File: src/rtl/mem_ctrl_pkg.sv
// Shared definitions for the memory-access responder and the arbiter bench:
// FSM states, requester indices and default geometry.
package mem_ctrl_pkg;

  localparam int unsigned MEM_AW      = 4;
  localparam int unsigned MEM_DW      = 8;
  localparam int unsigned MEM_LATENCY = 2;

  localparam logic [1:0] REQ1 = 2'd0;
  localparam logic [1:0] REQ2 = 2'd1;
  localparam logic [1:0] REQ3 = 2'd2;

  typedef enum logic [1:0] {
    IDLE,
    WAIT,
    RESP,
    RECOVER
  } state_e;

endpackage

File: src/rtl/mem_access_responder_if.sv
// Grant/request bundle between the arbiter side (master) and the responder (slave).
interface mem_access_responder_if #(
  parameter int unsigned AW = mem_ctrl_pkg::MEM_AW,
  parameter int unsigned DW = mem_ctrl_pkg::MEM_DW
) ();

  logic          grant1, grant2, grant3;
  logic [AW-1:0] addr1, addr2, addr3;
  logic [DW-1:0] wdata1, wdata2, wdata3;
  logic          we1, we2, we3;
  logic [DW-1:0] rdata;
  logic          done1, done2, done3;
  logic          busy;
  logic          grant_err;

  modport slave (
    input  grant1, grant2, grant3, addr1, addr2, addr3,
           wdata1, wdata2, wdata3, we1, we2, we3,
    output rdata, done1, done2, done3, busy, grant_err
  );

  modport master (
    output grant1, grant2, grant3, addr1, addr2, addr3,
           wdata1, wdata2, wdata3, we1, we2, we3,
    input  rdata, done1, done2, done3, busy, grant_err
  );

endinterface

File: src/rtl/mem_sp_ram.sv
// Single-port synchronous RAM, read-first, no reset on the array or read port.
module mem_sp_ram #(
  parameter int unsigned AW = mem_ctrl_pkg::MEM_AW,
  parameter int unsigned DW = mem_ctrl_pkg::MEM_DW
) (
  input  logic          clk,
  input  logic          we,
  input  logic [AW-1:0] addr,
  input  logic [DW-1:0] wdata,
  output logic [DW-1:0] rdata
);

  localparam int unsigned DEPTH = 1 << AW;

  logic [DW-1:0] mem_q [DEPTH];

  always_ff @(posedge clk) begin
    if (we) mem_q[addr] <= wdata;
    rdata <= mem_q[addr];
  end

endmodule

File: src/rtl/mem_access_responder.sv
// Serves the currently granted requester: captures its request, performs one
// RAM access after LATENCY cycles and returns a one-cycle done strobe.
module mem_access_responder
  import mem_ctrl_pkg::*;
#(
  parameter int unsigned AW      = MEM_AW,
  parameter int unsigned DW      = MEM_DW,
  parameter int unsigned LATENCY = MEM_LATENCY
) (
  input  logic                  clk,
  input  logic                  reset,
  mem_access_responder_if.slave bus
);

  localparam int unsigned   CW       = (LATENCY > 1) ? $clog2(LATENCY) : 1;
  localparam logic [CW-1:0] CNT_LOAD = CW'(LATENCY - 1);

  state_e        state_q, state_d;
  logic [1:0]    owner_q, owner_d;
  logic [AW-1:0] addr_q, addr_d;
  logic [DW-1:0] wdata_q, wdata_d;
  logic          we_q, we_d;
  logic [CW-1:0] cnt_q, cnt_d;
  logic [DW-1:0] rdata_q, rdata_d;
  logic [2:0]    done_q, done_d;
  logic          busy_q, busy_d;
  logic          grant_err_q, grant_err_d;

  logic [2:0]    grant_vec_c;
  logic          grant_any_c;
  logic          capture_en_c;
  logic          access_c;
  logic [1:0]    sel_owner_c;
  logic [AW-1:0] sel_addr_c;
  logic [DW-1:0] sel_wdata_c;
  logic          sel_we_c;
  logic          ram_we_c;
  logic [AW-1:0] ram_addr_c;
  logic [DW-1:0] ram_rdata;

  assign grant_vec_c = {bus.grant3, bus.grant2, bus.grant1};
  assign grant_any_c = |grant_vec_c;
  // RECOVER's own cycle is the dead one; a grant standing at its closing edge
  // starts the next access, so back-to-back requests run every LATENCY+2 cycles.
  assign capture_en_c = (state_q == IDLE) || (state_q == RECOVER);
  assign access_c     = (state_q == WAIT) && (cnt_q == '0);

  // Fixed priority: requester 1 wins, so a non-one-hot vector picks the lowest index.
  always_comb begin
    sel_owner_c = REQ3;
    sel_addr_c  = bus.addr3;
    sel_wdata_c = bus.wdata3;
    sel_we_c    = bus.we3;
    if (bus.grant1) begin
      sel_owner_c = REQ1;
      sel_addr_c  = bus.addr1;
      sel_wdata_c = bus.wdata1;
      sel_we_c    = bus.we1;
    end else if (bus.grant2) begin
      sel_owner_c = REQ2;
      sel_addr_c  = bus.addr2;
      sel_wdata_c = bus.wdata2;
      sel_we_c    = bus.we2;
    end
  end

  // RAM reads every cycle; presenting the incoming address while capturing
  // makes the read word available by the access edge even with LATENCY=1.
  assign ram_we_c   = access_c && we_q && !reset;
  assign ram_addr_c = capture_en_c ? sel_addr_c : addr_q;

  mem_sp_ram #(.AW(AW), .DW(DW)) u_ram (
    .clk   (clk),
    .we    (ram_we_c),
    .addr  (ram_addr_c),
    .wdata (wdata_q),
    .rdata (ram_rdata)
  );

  always_comb begin
    state_d     = state_q;
    owner_d     = owner_q;
    addr_d      = addr_q;
    wdata_d     = wdata_q;
    we_d        = we_q;
    cnt_d       = cnt_q;
    rdata_d     = rdata_q;
    done_d      = '0;
    busy_d      = busy_q;
    grant_err_d = 1'b0;
    case (state_q)
      IDLE, RECOVER: begin
        if (grant_any_c) begin
          state_d     = WAIT;
          owner_d     = sel_owner_c;
          addr_d      = sel_addr_c;
          wdata_d     = sel_wdata_c;
          we_d        = sel_we_c;
          cnt_d       = CNT_LOAD;
          busy_d      = 1'b1;
          grant_err_d = !$onehot(grant_vec_c);
        end else begin
          state_d = IDLE;
          busy_d  = 1'b0;
        end
      end
      WAIT: begin
        if (access_c) begin
          state_d = RESP;
          done_d  = 3'(3'b001 << owner_q);
          if (!we_q) rdata_d = ram_rdata;
        end else begin
          cnt_d = cnt_q - CW'(1);
        end
      end
      RESP:    state_d = RECOVER;
      default: state_d = IDLE;
    endcase
  end

  always_ff @(posedge clk) begin
    if (reset) begin
      state_q     <= IDLE;
      owner_q     <= REQ1;
      addr_q      <= '0;
      wdata_q     <= '0;
      we_q        <= 1'b0;
      cnt_q       <= '0;
      rdata_q     <= '0;
      done_q      <= '0;
      busy_q      <= 1'b0;
      grant_err_q <= 1'b0;
    end else begin
      state_q     <= state_d;
      owner_q     <= owner_d;
      addr_q      <= addr_d;
      wdata_q     <= wdata_d;
      we_q        <= we_d;
      cnt_q       <= cnt_d;
      rdata_q     <= rdata_d;
      done_q      <= done_d;
      busy_q      <= busy_d;
      grant_err_q <= grant_err_d;
    end
  end

  assign bus.rdata     = rdata_q;
  assign bus.done1     = done_q[0];
  assign bus.done2     = done_q[1];
  assign bus.done3     = done_q[2];
  assign bus.busy      = busy_q;
  assign bus.grant_err = grant_err_q;

endmodule

File: src/flat_wrapper.sv
// flat-port wrapper written by rule: the top's interface ports become plain ports
module mem_access_responder_flat import mem_ctrl_pkg::*;
#(
  parameter int unsigned AW      = MEM_AW,
  parameter int unsigned DW      = MEM_DW,
  parameter int unsigned LATENCY = MEM_LATENCY
)
  (clk, reset, bus_grant1, bus_grant2, bus_grant3, bus_addr1, bus_addr2, bus_addr3, bus_wdata1, bus_wdata2, bus_wdata3, bus_we1, bus_we2, bus_we3, bus_rdata, bus_done1, bus_done2, bus_done3, bus_busy, bus_grant_err);
  mem_access_responder_if #(.AW(AW), .DW(DW)) bus_i ();
  input  logic clk;
  input  logic reset;
  input wire logic [$bits(bus_i.grant1)-1:0] bus_grant1;
  input wire logic [$bits(bus_i.grant2)-1:0] bus_grant2;
  input wire logic [$bits(bus_i.grant3)-1:0] bus_grant3;
  input wire logic [$bits(bus_i.addr1)-1:0] bus_addr1;
  input wire logic [$bits(bus_i.addr2)-1:0] bus_addr2;
  input wire logic [$bits(bus_i.addr3)-1:0] bus_addr3;
  input wire logic [$bits(bus_i.wdata1)-1:0] bus_wdata1;
  input wire logic [$bits(bus_i.wdata2)-1:0] bus_wdata2;
  input wire logic [$bits(bus_i.wdata3)-1:0] bus_wdata3;
  input wire logic [$bits(bus_i.we1)-1:0] bus_we1;
  input wire logic [$bits(bus_i.we2)-1:0] bus_we2;
  input wire logic [$bits(bus_i.we3)-1:0] bus_we3;
  output wire logic [$bits(bus_i.rdata)-1:0] bus_rdata;
  output wire logic [$bits(bus_i.done1)-1:0] bus_done1;
  output wire logic [$bits(bus_i.done2)-1:0] bus_done2;
  output wire logic [$bits(bus_i.done3)-1:0] bus_done3;
  output wire logic [$bits(bus_i.busy)-1:0] bus_busy;
  output wire logic [$bits(bus_i.grant_err)-1:0] bus_grant_err;
  assign bus_i.grant1 = bus_grant1;
  assign bus_i.grant2 = bus_grant2;
  assign bus_i.grant3 = bus_grant3;
  assign bus_i.addr1 = bus_addr1;
  assign bus_i.addr2 = bus_addr2;
  assign bus_i.addr3 = bus_addr3;
  assign bus_i.wdata1 = bus_wdata1;
  assign bus_i.wdata2 = bus_wdata2;
  assign bus_i.wdata3 = bus_wdata3;
  assign bus_i.we1 = bus_we1;
  assign bus_i.we2 = bus_we2;
  assign bus_i.we3 = bus_we3;
  assign bus_rdata = bus_i.rdata;
  assign bus_done1 = bus_i.done1;
  assign bus_done2 = bus_i.done2;
  assign bus_done3 = bus_i.done3;
  assign bus_busy = bus_i.busy;
  assign bus_grant_err = bus_i.grant_err;
  mem_access_responder #(.AW(AW), .DW(DW), .LATENCY(LATENCY)) u_core (.clk(clk), .reset(reset), .bus(bus_i));
endmodule
File: config.mk
export PLATFORM = sky130hd
export DESIGN_NAME = mem_access_responder_flat
export DESIGN_NICKNAME = d
export VERILOG_FILES = /design/src/rtl/mem_ctrl_pkg.sv /design/src/rtl/mem_access_responder_if.sv /design/src/rtl/mem_sp_ram.sv /design/src/rtl/mem_access_responder.sv /design/src/flat_wrapper.sv
export SDC_FILE = /design/constraint.sdc
export NUM_CORES = 1
export LEC_CHECK = 0
export BUFFER_PORTS_ARGS = -buffer_cell sky130_fd_sc_hd__buf_2
export CAP_MARGIN = 20
export CORE_UTILIZATION = 45
export CTS_CLUSTER_SIZE = 28
export DETAILED_ROUTE_END_ITERATION = 7
export HOLD_SLACK_MARGIN = 0.05
export SYNTH_ARGS = -nofsm -noshare
export SYNTH_HDL_FRONTEND = slang
export SYNTH_SLANG_ARGS = --single-unit
File: constraint.sdc
create_clock -name clk -period 4.61 [get_ports clk]
set_input_delay 0 -clock clk [delete_from_list [all_inputs] [get_ports clk]]
set_output_delay 0 -clock clk [all_outputs]
set_load 0.1 [all_outputs]
# Yosys cells after proc, flatten, opt, wreduce, memory -nomap -nowiden
# Memories as Yosys holds them, arrays and structs flattened. A register that Yosys moved wholly into a read port is not among the register bits.
# Cells that the tools add are included.
op_classes:
  n_addsub: 3
  eq_ne: 7
  shifts: 1
  muxes: 18
  bitwise: 6
  n_reduce_logical: 15
ops:
  columns: ["operator", "count"]
  rows:
  - ["$mux 8", 2]
  - ["$mux 4", 3]
  - ["$reduce_or 3->1", 3]
  - ["$mux 1", 8]
  - ["$mux 2", 3]
  - ["$not 1->1", 6]
  - ["$pmux 2 s3", 1]
  - ["$reduce_and 3->1", 2]
  - ["$eq 2x1->1 const B", 2]
  - ["$eq 2x2->1 const B", 2]
  - ["$ne 2x1->1 const B", 2]
  - ["$logic_and 1x1->1", 3]
  - ["$shl 1x2->3 const A", 1]
  - ["$add 1x1->2", 1]
  - ["$add 2x1->2", 1]
  - ["$logic_not 1->1", 2]
  - ["$logic_not 2->1", 1]
  - ["$ne 2x2->1 const B", 1]
  - ["$pmux 1 s2", 1]
  - ["$reduce_and 2->1", 1]
  - ["$reduce_bool 2->1", 1]
  - ["$reduce_or 2->1", 1]
  - ["$logic_or 1x1->1", 1]
  - ["$sub 1x1->1 const B", 1]
word_totals:
  regBits: 31
  ramBits: 128
  in_bits: 44
  out_inout_bits: 13
  wordCells: 61
  n_memories: 1
mem_list:
  columns: ["memory", "words", "width", "read_ports", "rd_clocked_by_memory_dff", "write_ports", "line", "source"]
  rows:
  - ["u_core.u_ram.mem_q", 16, 8, 1, 1, 1, "mem_sp_ram.sv:15", "logic [DW-1:0] mem_q [DEPTH];"]

# Logic depth before layout (Yosys ltp)
# Gate-level depths: netlist of run 1.
logic_depth:
  depth_word: 6
  depth_mapped: 9
  mapped_depth_nobuf: 8

# Modules after synthesis
# From an unflattened synthesis of run 1, not the netlist that was laid out.
unflattened:
  cells_unflattened: 399
  hier_area_um2: 6607.6
modules_own_cells:
  columns: ["mod", "instances", "cells_each", "area_per_inst_um2", "seq_area_each_um2"]
  rows:
  - ["mem_sp_ram", 1, 230, 5067.4, 4003.8]
  - ["mem_access_responder", 1, 169, 1540.2, 620.6]

# Worst setup path before layout of run 1
# No wires, ideal clock.
synth_path:
  path_kind: "flip-flop to flip-flop"
  startpoint: "reg u_core.state_q[0]"
  endpoint: "mem u_core.u_ram.mem_q[12][0] in the netlist's numbering, enable pin"
  setup_ns: 0.370
  arrival_ns: 2.215
  t_required_ns: 4.240
  path_slack_ns: 2.025
  stages_incl_launch_ff: 9
  n_path_buf: 1
  synth_period_minus_slack_ns: 2.585
  cell_sequence: "dfxtp_1 > inv_1 > ha_1 > inv_1 > nand2_1 > nand2_2 > buf_6 > or4_1 > nor2_1"
synth_via:
  elab_chain_len: 6
  elab_cells_between_ends: 10
  classes_between: "2 x eq/ne; 3 x mux; 5 x reduce/logical"
synth_lines:
  columns: ["item", "line", "source"]
  rows:
  - ["start, declared", "mem_access_responder.sv:18", "state_e state_q, state_d;"]
  - ["start signal, assigned", "mem_access_responder.sv:134", "state_q <= state_d;"]
  - ["$eq 2x1->1", "mem_access_responder.sv:46", "assign access_c = (state_q == WAIT) && (cnt_q == '0);"]
  - ["$logic_and 1x1->1", "mem_access_responder.sv:46", null]
  - ["$logic_and 1x1->1 (2 in a row)", "mem_access_responder.sv:69", "assign ram_we_c = access_c && we_q && !reset;"]
  - ["$mux 1", "mem_sp_ram.sv:18", "if (we) mem_q[addr] <= wdata;"]
  - ["$mux 1 (implied by the code)", "mem_sp_ram.sv:18", null]
  - ["end, declared", "mem_sp_ram.sv:15", null]
# Several ways; a longest one is shown, not always the timed one.

# Final worst setup path of run 1
layout_path:
  startpoint: "reg u_core.state_q[0]"
  endpoint: "mem u_core.u_ram.mem_q[0][6] in the netlist's numbering, enable pin"
# Same word-level chain as after synthesis.

==> results of run 1 <==
## cells in the final DEF (no fill, tap or decap), types with 4 or more instances in the layout
cell type	count
clkbuf_16	17
a32oi_1	4
nand2_1	7
mux2i_1	24
buf_4	6
a22oi_1	32
inv_1	8
nor2b_1	4
nor2_1	64
inv_6	4
edfxtp_1	128
nor3_1	4
buf_2	56
or3_1	7
dfxtp_1	39
dlygate4sd3_1	19
a22o_1	7
mux4_2	15
a21oi_1	38
## cell type report
class	instances	area (sq um)	share of cell area
Inverter	8	30.0	0.00390
Clock inverter	11	73.8	0.00958
Sequential cell	167	4620	0.600
Tap cell	180	225	0.0292
Multi-Input combinational cell	246	1800	0.234
Timing Repair Buffer	81	515	0.0669
Clock buffer	20	437	0.0567
## critical path, stage by stage (launching register included)
cell and delay [ps]:
dfxtp_1 370, inv_1 60, ha_1 280, buf_4 240
inv_1 130, nand2_1 150, nand2_2 380, or4_1 720
nor2_1 610
## through the flow
| stage | hold slack [ps] | area [sq um] |
|---|---|---|
| after floorplan | 171 | 6570 |
| after global placement | 328 | 7000 |
| after detailed placement | 332 | 7000 |
| after CTS | 101 | 7700 |
| after global routing | 152 | 7710 |
| final | 102 | 7710 |
## cell families (layout without fill, tap and decap cells)
logic type               after synthesis  in the layout
adder cells (fa/ha/maj)                3              3
multiplexers                          40             40
buffers and inverters                 31            120
flip-flops                           167            167
AO/OA/AOI/OAI                        103            103
AND/OR/NAND/NOR                      100            100
## path summary, 6_finish.rpt
check | end
worst max-delay path | u_core.u_ram.mem_q[0][6]
worst min-delay path | u_core.wdata_q[6]
worst max register to register | u_core.u_ram.mem_q[0][6]
worst min register to register | u_core.bus.rdata[6]
## power groups by stage
stage                     sequential, mW  combinational [mW]  clock, mW
after global routing                2.04                1.44       1.32
after CTS                           2.02                1.32       1.26
after global placement              2.05                1.25          0
after floorplan                     2.12               0.859          0
final                               2.02                1.33       1.25
after detailed placement            2.05                1.28          0
## routing by layer
layer	global-route usage	wire [um]
met1	0.276	6500
met2	0.347	7180
met3	0.0641	615
met4	0.0610	196
met5	0	0
## state kept, by name, indices dropped and copies added, names as in the netlist
signal,cells
u_core.bus.grant_err,1
u_core.wdata_q,8
u_core.owner_q,2
u_core.cnt_q,1
u_core.we_q,1
u_core.u_ram.rdata,8
u_core.bus.busy,1
u_core.addr_q,4
u_core.bus.rdata,8
u_core.done_q,3
u_core.u_ram.mem_q,128
u_core.state_q,2
==> flow_summary_export.csv, run 1 <==
group,metric,value,unit
worst_setup_path,r2r_cells,8,
floorplanning,start_util,0.468,
worst_setup_path,critPathRequiredTime,4660,ps
synthesis,syn_inst,444,
worst_setup_path,r2r_slack,1300,ps
routing,drt-pass1-iter-count,6,
finish,final_util,0.549,
sta,maxSlewViolCount,0,
synthesis,syn_nets,491,
cts,ctsHtreeMaxLevel,4,
floorplanning,die_area,15100,sq um
finish,num-fill-cells,1157,
synthesis,synth_edf_count,128,
power_and_ir_drop,p_switching,1.58,mW
cts,post_cts_buffers,0,
power_and_ir_drop,pwr-share-seq,0.440,
synthesis,synth_area_leaders,"edfxtp_1 (59%), dfxtp_1 (12%), mux4_2 (5.1%), mux2i_1 (3.7%), a22oi_1 (3.7%)",
finish,area_growth,17.4,%
cts,cts_tree,"built",
grt,gr-total-overflow,0,
power_and_ir_drop,p_sw_frac,0.343,
min_path,hp-start,"bus_wdata3[6]",
min_path,min_path_cells,7,
synthesis,synth_area_leader_cell,"edfxtp_1",
synthesis,synth_xor_area_frac,0,
floorplanning,fp.dieW,123,um
synthesis,synth_mux_area_frac,0.0903,
grt,grt_usage,0.213,
sta,setup_viol,0,
worst_setup_path,worstPathMaxFanout,22,
synthesis,synth.most_common_cell,"edfxtp_1",
sta,finalCritPeriodShare,0.719,
cts,worst_skew_pair.late_latency,430,ps
min_path,hold_class,"primary input to flip-flop",
sta,fin_worst_skew,11.6,ps
synthesis,ys_ff_latch,167,
sta,hold_violations,0,
sta,tightest_slew,1020,ps
cts,clk_pin_slew,60,ps
worst_setup_path,crit_start,"u_core.state_q[0]",
place,dp.cells,662,
worst_setup_path,cp-end-kind,"flip-flop",
grt,grt_pass1_vias,4088,
synthesis,async_flop_share,0,
cts,cts_made_buffers,17,
synthesis,avgSynthCellArea,14.8,sq um
floorplanning,ios,57,
power_and_ir_drop,p_int,3.02,mW
cts,post_cts_resize_count,0,
synthesis,synth_top_cell_area_share,0.585,
sta,fmax,302,MHz
synthesis,synth_common_cells,"edfxtp_1 (128), nor2_1 (64), dfxtp_1 (39), a21oi_1 (38), a22oi_1 (32)",
floorplanning,chipHeight,123,um
worst_setup_path,r2r-start,"u_core.state_q[0]",
place,hpwl,9.58,mm
power_and_ir_drop,power_per_cell_area,596,nW/um^2
routing,drt_iter0_drc,274,
cts,clock_path_buffers,2,
synthesis,seq_area_frac_synth,0.704,
synthesis,yosys_most_used_dff,"edfxtp_1",
synthesis,synthSimpleGateAreaFrac,0.0684,
sta,slew_headroom,0.320,
routing,finalWirelength,14.5,mm
worst_setup_path,cp-start-kind,"flip-flop",
power_and_ir_drop,p_leak,2.76,nW
worst_setup_path,path_class,"flip-flop to flip-flop",
power_and_ir_drop,ir_drop,0.296,mV
routing,post-route-drc-count,0,
place,placement.io_buffers,56,
routing,viasPerCell,5.62,
finish,drive_above_1_share,0.205,
grt,grt_max_degree,32,
worst_setup_path,critPathArrivalTime,3360,ps
grt,grt_pass1_wl,22.8,mm
cts,clock_sinks,167,
sta,layout_min_cycle_time,3310,ps
sta,setup_slack,1300,ps
finish,post_layout_nonfiller_instances,713,
synthesis,synth_compound_area_frac,0.109,
power_and_ir_drop,total_power,4.60,mW
status,outcome,"finished, final reports clean",
synthesis,synth_fa_ha_area_frac,0.00686,
synthesis,synth_area,6570,sq um
floorplanning,core,14000,sq um
cts,cts_root_buf,"clkbuf_16",
grt,antenna_found_initial,0,
finish,fin_nets,568,
routing,ant_nets,0,
synthesis,synth_top_family_by_area,"compound AO/OA/AOI/OAI gates",
synthesis,yosysWarningCount,0,
place,gp_congestion,0.819,
place,dp_slack,1290,ps
synthesis,synth_cell_types,41,
floorplanning,num_rows,43,
routing,wl_per_cell,20.3,um
job,maxCapViolCount,0,
cts,cts_hold_buf,19,
sta,fin_setup_tns,0,ps
power_and_ir_drop,power.share.clock,0.272,
sta,rsz0062_at_grt,"false",
finish,diodes,0,
power_and_ir_drop,comb_power_share,0.288,
routing,vias,4004,
No activity file was read; power rests on OpenSTA's default activity.
==> inputs of run 2 (changes only) <==
--- a/config.mk
+++ b/config.mk
@@ -5,6 +5,7 @@
 export SDC_FILE = /design/constraint.sdc
 export NUM_CORES = 1
 export LEC_CHECK = 0
+export ABC_AREA = 1
 export BUFFER_PORTS_ARGS = -buffer_cell sky130_fd_sc_hd__buf_2
 export CAP_MARGIN = 20
 export CORE_UTILIZATION = 45
==> constraint.sdc (replaced) <==
create_clock -name clk -period 3.2 [get_ports clk]
set_input_delay 0 -clock clk [delete_from_list [all_inputs] [get_ports clk]]
set_output_delay 0 -clock clk [all_outputs]
set_load 0.1 [all_outputs]
==> run 2 against run 1 <==
  * Sequential cell count unchanged
  * Largest power group is now combinational logic
  * Wire length up 21%
  * Register-to-register slack worse by 1100 ps
  * Worst setup slack worse by 1100 ps
==> flow_summary_export.csv, run 2 <==
group,metric,value,unit
finish,area_growth,18.4,%
sta,layout_min_cycle_time,3010,ps
power_and_ir_drop,comb_power_share,0.436,
synthesis,syn_inst,764,
synthesis,seq_area_frac_synth,0.640,
sta,finalCritPeriodShare,0.941,
cts,worst_skew_pair.late_latency,430,ps
routing,drt_iter0_drc,467,
worst_setup_path,cp-start-kind,"flip-flop",
finish,regMostFlops,"u_core.u_ram.mem_q",
sta,fin_setup_tns,0,ps
power_and_ir_drop,p_sw_frac,0.438,
synthesis,synth_cell_types,28,
routing,post-route-drc-count,0,
finish,diodes,0,
worst_setup_path,r2r_cells,9,
min_path,min_path_cells,5,
worst_setup_path,worstPathMaxFanout,16,
grt,gr-total-overflow,0,
worst_setup_path,crit_start,"u_core.state_q[0]",
sta,maxSlewViolCount,0,
cts,clk_pin_slew,60,ps
finish,final_common_cell,"nand2_1",
power_and_ir_drop,pwr-share-seq,0.343,
synthesis,ys_ff_latch,167,
worst_setup_path,r2r-start,"u_core.state_q[0]",
sta,tightest_slew,939,ps
finish,fin_nets,894,
synthesis,async_flop_share,0,
status,outcome,"finished, final reports clean",
worst_setup_path,crit_chain,"inv_1 -> ha_1 -> inv_2 -> a21oi_2 -> buf_4 -> nand3_1 -> dlygate4sd3_1 -> a31oi_1 -> dlygate4sd3_1",
power_and_ir_drop,p_switching,3.79,mW
min_path,hold_class,"primary input to flip-flop",
finish,finalInstanceArea,8560,sq um
worst_setup_path,crit_path_top_delay_cell,"dlygate4sd3_1",
job,maxCapViolCount,0,
floorplanning,core,15400,sq um
sta,fin_worst_skew,9.26,ps
routing,drt-pass1-iter-count,5,
synthesis,yosys_most_used_dff,"edfxtp_1",
routing,wl_per_cell,16.3,um
sta,hold_violations,0,
routing,viasPerCell,5.16,
floorplanning,chipHeight,129,um
grt,grt_pass1_wl,27.6,mm
floorplanning,ios,57,
synthesis,syn_nets,811,
power_and_ir_drop,power.share.clock,0.221,
grt,grt_max_degree,57,
place,gp_congestion,0.868,
power_and_ir_drop,power_per_cell_area,1010,nW/um^2
worst_setup_path,r2r-end,"u_core.wdata_q[7]",
worst_setup_path,crit_end,"u_core.wdata_q[7]",
sta,rsz0062_at_grt,"false",
routing,ant_nets,0,
cts,cts_root_buf,"clkbuf_16",
floorplanning,fp.dieW,129,um
finish,largest_register_ffs,128,
cts,post_cts_buffers,0,
synthesis,synth_area_leaders,"edfxtp_1 (53%), nand2_1 (17%), dfxtp_1 (11%), nand3_1 (7.8%), inv_1 (1.6%)",
synthesis,synth_edf_count,128,
floorplanning,num_rows,45,
grt,grt_usage,0.226,
worst_setup_path,cp-end-kind,"flip-flop",
routing,finalWirelength,17.5,mm
cts,cts_tree,"built",
finish,num-fill-cells,1387,
grt,grt_pass1_vias,5498,
floorplanning,die_area,16600,sq um
power_and_ir_drop,p_int,4.87,mW
cts,ctsHtreeMaxLevel,4,
floorplanning,start_util,0.469,
synthesis,synth_top_cell_area_share,0.532,
worst_setup_path,cp_slowest_stage_delay,580,ps
finish,final_cell_mix,"nand2_1 (329), edfxtp_1 (128), nand3_1 (112), buf_2 (56), dfxtp_1 (39)",
synthesis,synth_area_leader_cell,"edfxtp_1",
finish,drive_above_1_share,0.137,
grt,antenna_found_initial,0,
sta,fmax,332,MHz
synthesis,synth_common_cells,"nand2_1 (329), edfxtp_1 (128), nand3_1 (112), dfxtp_1 (39), inv_1 (31)",
power_and_ir_drop,ir_drop,0.595,mV
sta,setup_viol,0,
worst_setup_path,critPathRequiredTime,3560,ps
worst_setup_path,r2r_slack,190,ps
synthesis,avgSynthCellArea,9.46,sq um
sta,slew_headroom,0.373,
cts,cts_made_buffers,17,
worst_setup_path,path_class,"flip-flop to flip-flop",
worst_setup_path,cp_common_cell,"dlygate4sd3_1",
synthesis,yosysWarningCount,0,
routing,vias,5530,
cts,clock_sinks,167,
power_and_ir_drop,p_leak,3.64,nW
synthesis,synth.most_common_cell,"nand2_1",
place,place_area,7670,sq um
place,placement.io_buffers,56,
cts,clock_path_buffers,2,
place,hpwl,11.4,mm
synthesis,synth_area,7230,sq um
worst_setup_path,critPathArrivalTime,3370,ps
run 2: cell types whose count changed in the layout (fill, tap and decap cells not counted), moves of 14 or more:
cell           before  now
a22oi_1            32    0
nand2_1             7  329
a21oi_1            38   12
nor2_1             64   27
nand3_1             1  112
mux4_2             15    0
dlygate4sd3_1      19   33
inv_1               8   31
mux2i_1            24    0
run 2: what timing repair did:
action,in CTS,in global routing
hold endpoints to repair,25,0
endpoints found under the setup margin,0,5
gates resized for setup,0,1
hold buffers,33,0
run 2: cells by family after synthesis:
family,share of synthesized area
and+or+nand+nor,0.274
DFF,0.640
buffers and inverters,0.0497
AOI/OAI and AO/OA,0.0308
adders and majority gates,0.00623
run 2: final cells by class:
cell class	count	area, sq um	area share
clock buffer	22	497	0.0580
tap	211	264	0.0308
multi-input combinational	519	2250	0.263
inverter	39	146	0.0171
timing repair buffer	103	716	0.0836
sequential	167	4620	0.540
clock inverter	10	66.3	0.00774
run 2: how the worst min path moves through the flow:
stage | slack [ps] | start | to
6_report | 80 | bus_addr1[1] | u_core.addr_q[1]
5_1_grt | 70 | bus_addr2[1] | u_core.addr_q[1]
4_1_cts | 60 | bus_addr1[1] | u_core.addr_q[1]
3_5_place_dp | 290 | bus_wdata3[0] | u_core.wdata_q[0]
3_3_place_gp | 290 | bus_wdata3[5] | u_core.wdata_q[5]
2_1_floorplan | 180 | bus_wdata3[0] | u_core.wdata_q[0]
run 2: worst max-delay path, delay by kind of cell (launching register included):
family	cells	cell delay (ps)
buffers and inverters	5	1600
adders and majority gates	1	460
AOI/OAI and AO/OA	2	450
DFF	1	350
and+or+nand+nor	1	100
run 2: routing by layer:
layer | up-vias | wire length (um) | track usage
li1 | 2698 | - | -
met1 | 2618 | 7880 | 0.302
met2 | 185 | 8260 | 0.357
met3 | 29 | 989 | 0.0549
met4 | 0 | 367 | 0.0824
met5 | - | 0 | 0
run 2: per-stage QoR:
stage / hold slack, ps / std cells / util / power [mW] / worst slack [ps]
CTS: 55.9 / 1071 / 0.555 / 8.67 / 63.1
floorplan: 177 / 764 / - / 5.66 / 873
global route: 72.5 / 1071 / 0.555 / 9.24 / 15.3
finish: 75.9 / 1071 / 0.555 / 8.65 / 189
global placement: 295 / 1006 / 0.497 / 6.61 / 576
detailed placement: 292 / 1006 / 0.497 / 6.67 / 507
run 2: power by group through the flow:
stage | clock network (mW) | registers, mW | logic, mW
2_1_floorplan | 0 | 3.06 | 2.60
6_report | 1.91 | 2.97 | 3.77
3_3_place_gp | 0 | 3.01 | 3.60
5_1_grt | 2.01 | 3.00 | 4.23
3_5_place_dp | 0 | 3.02 | 3.65
4_1_cts | 1.93 | 2.97 | 3.76
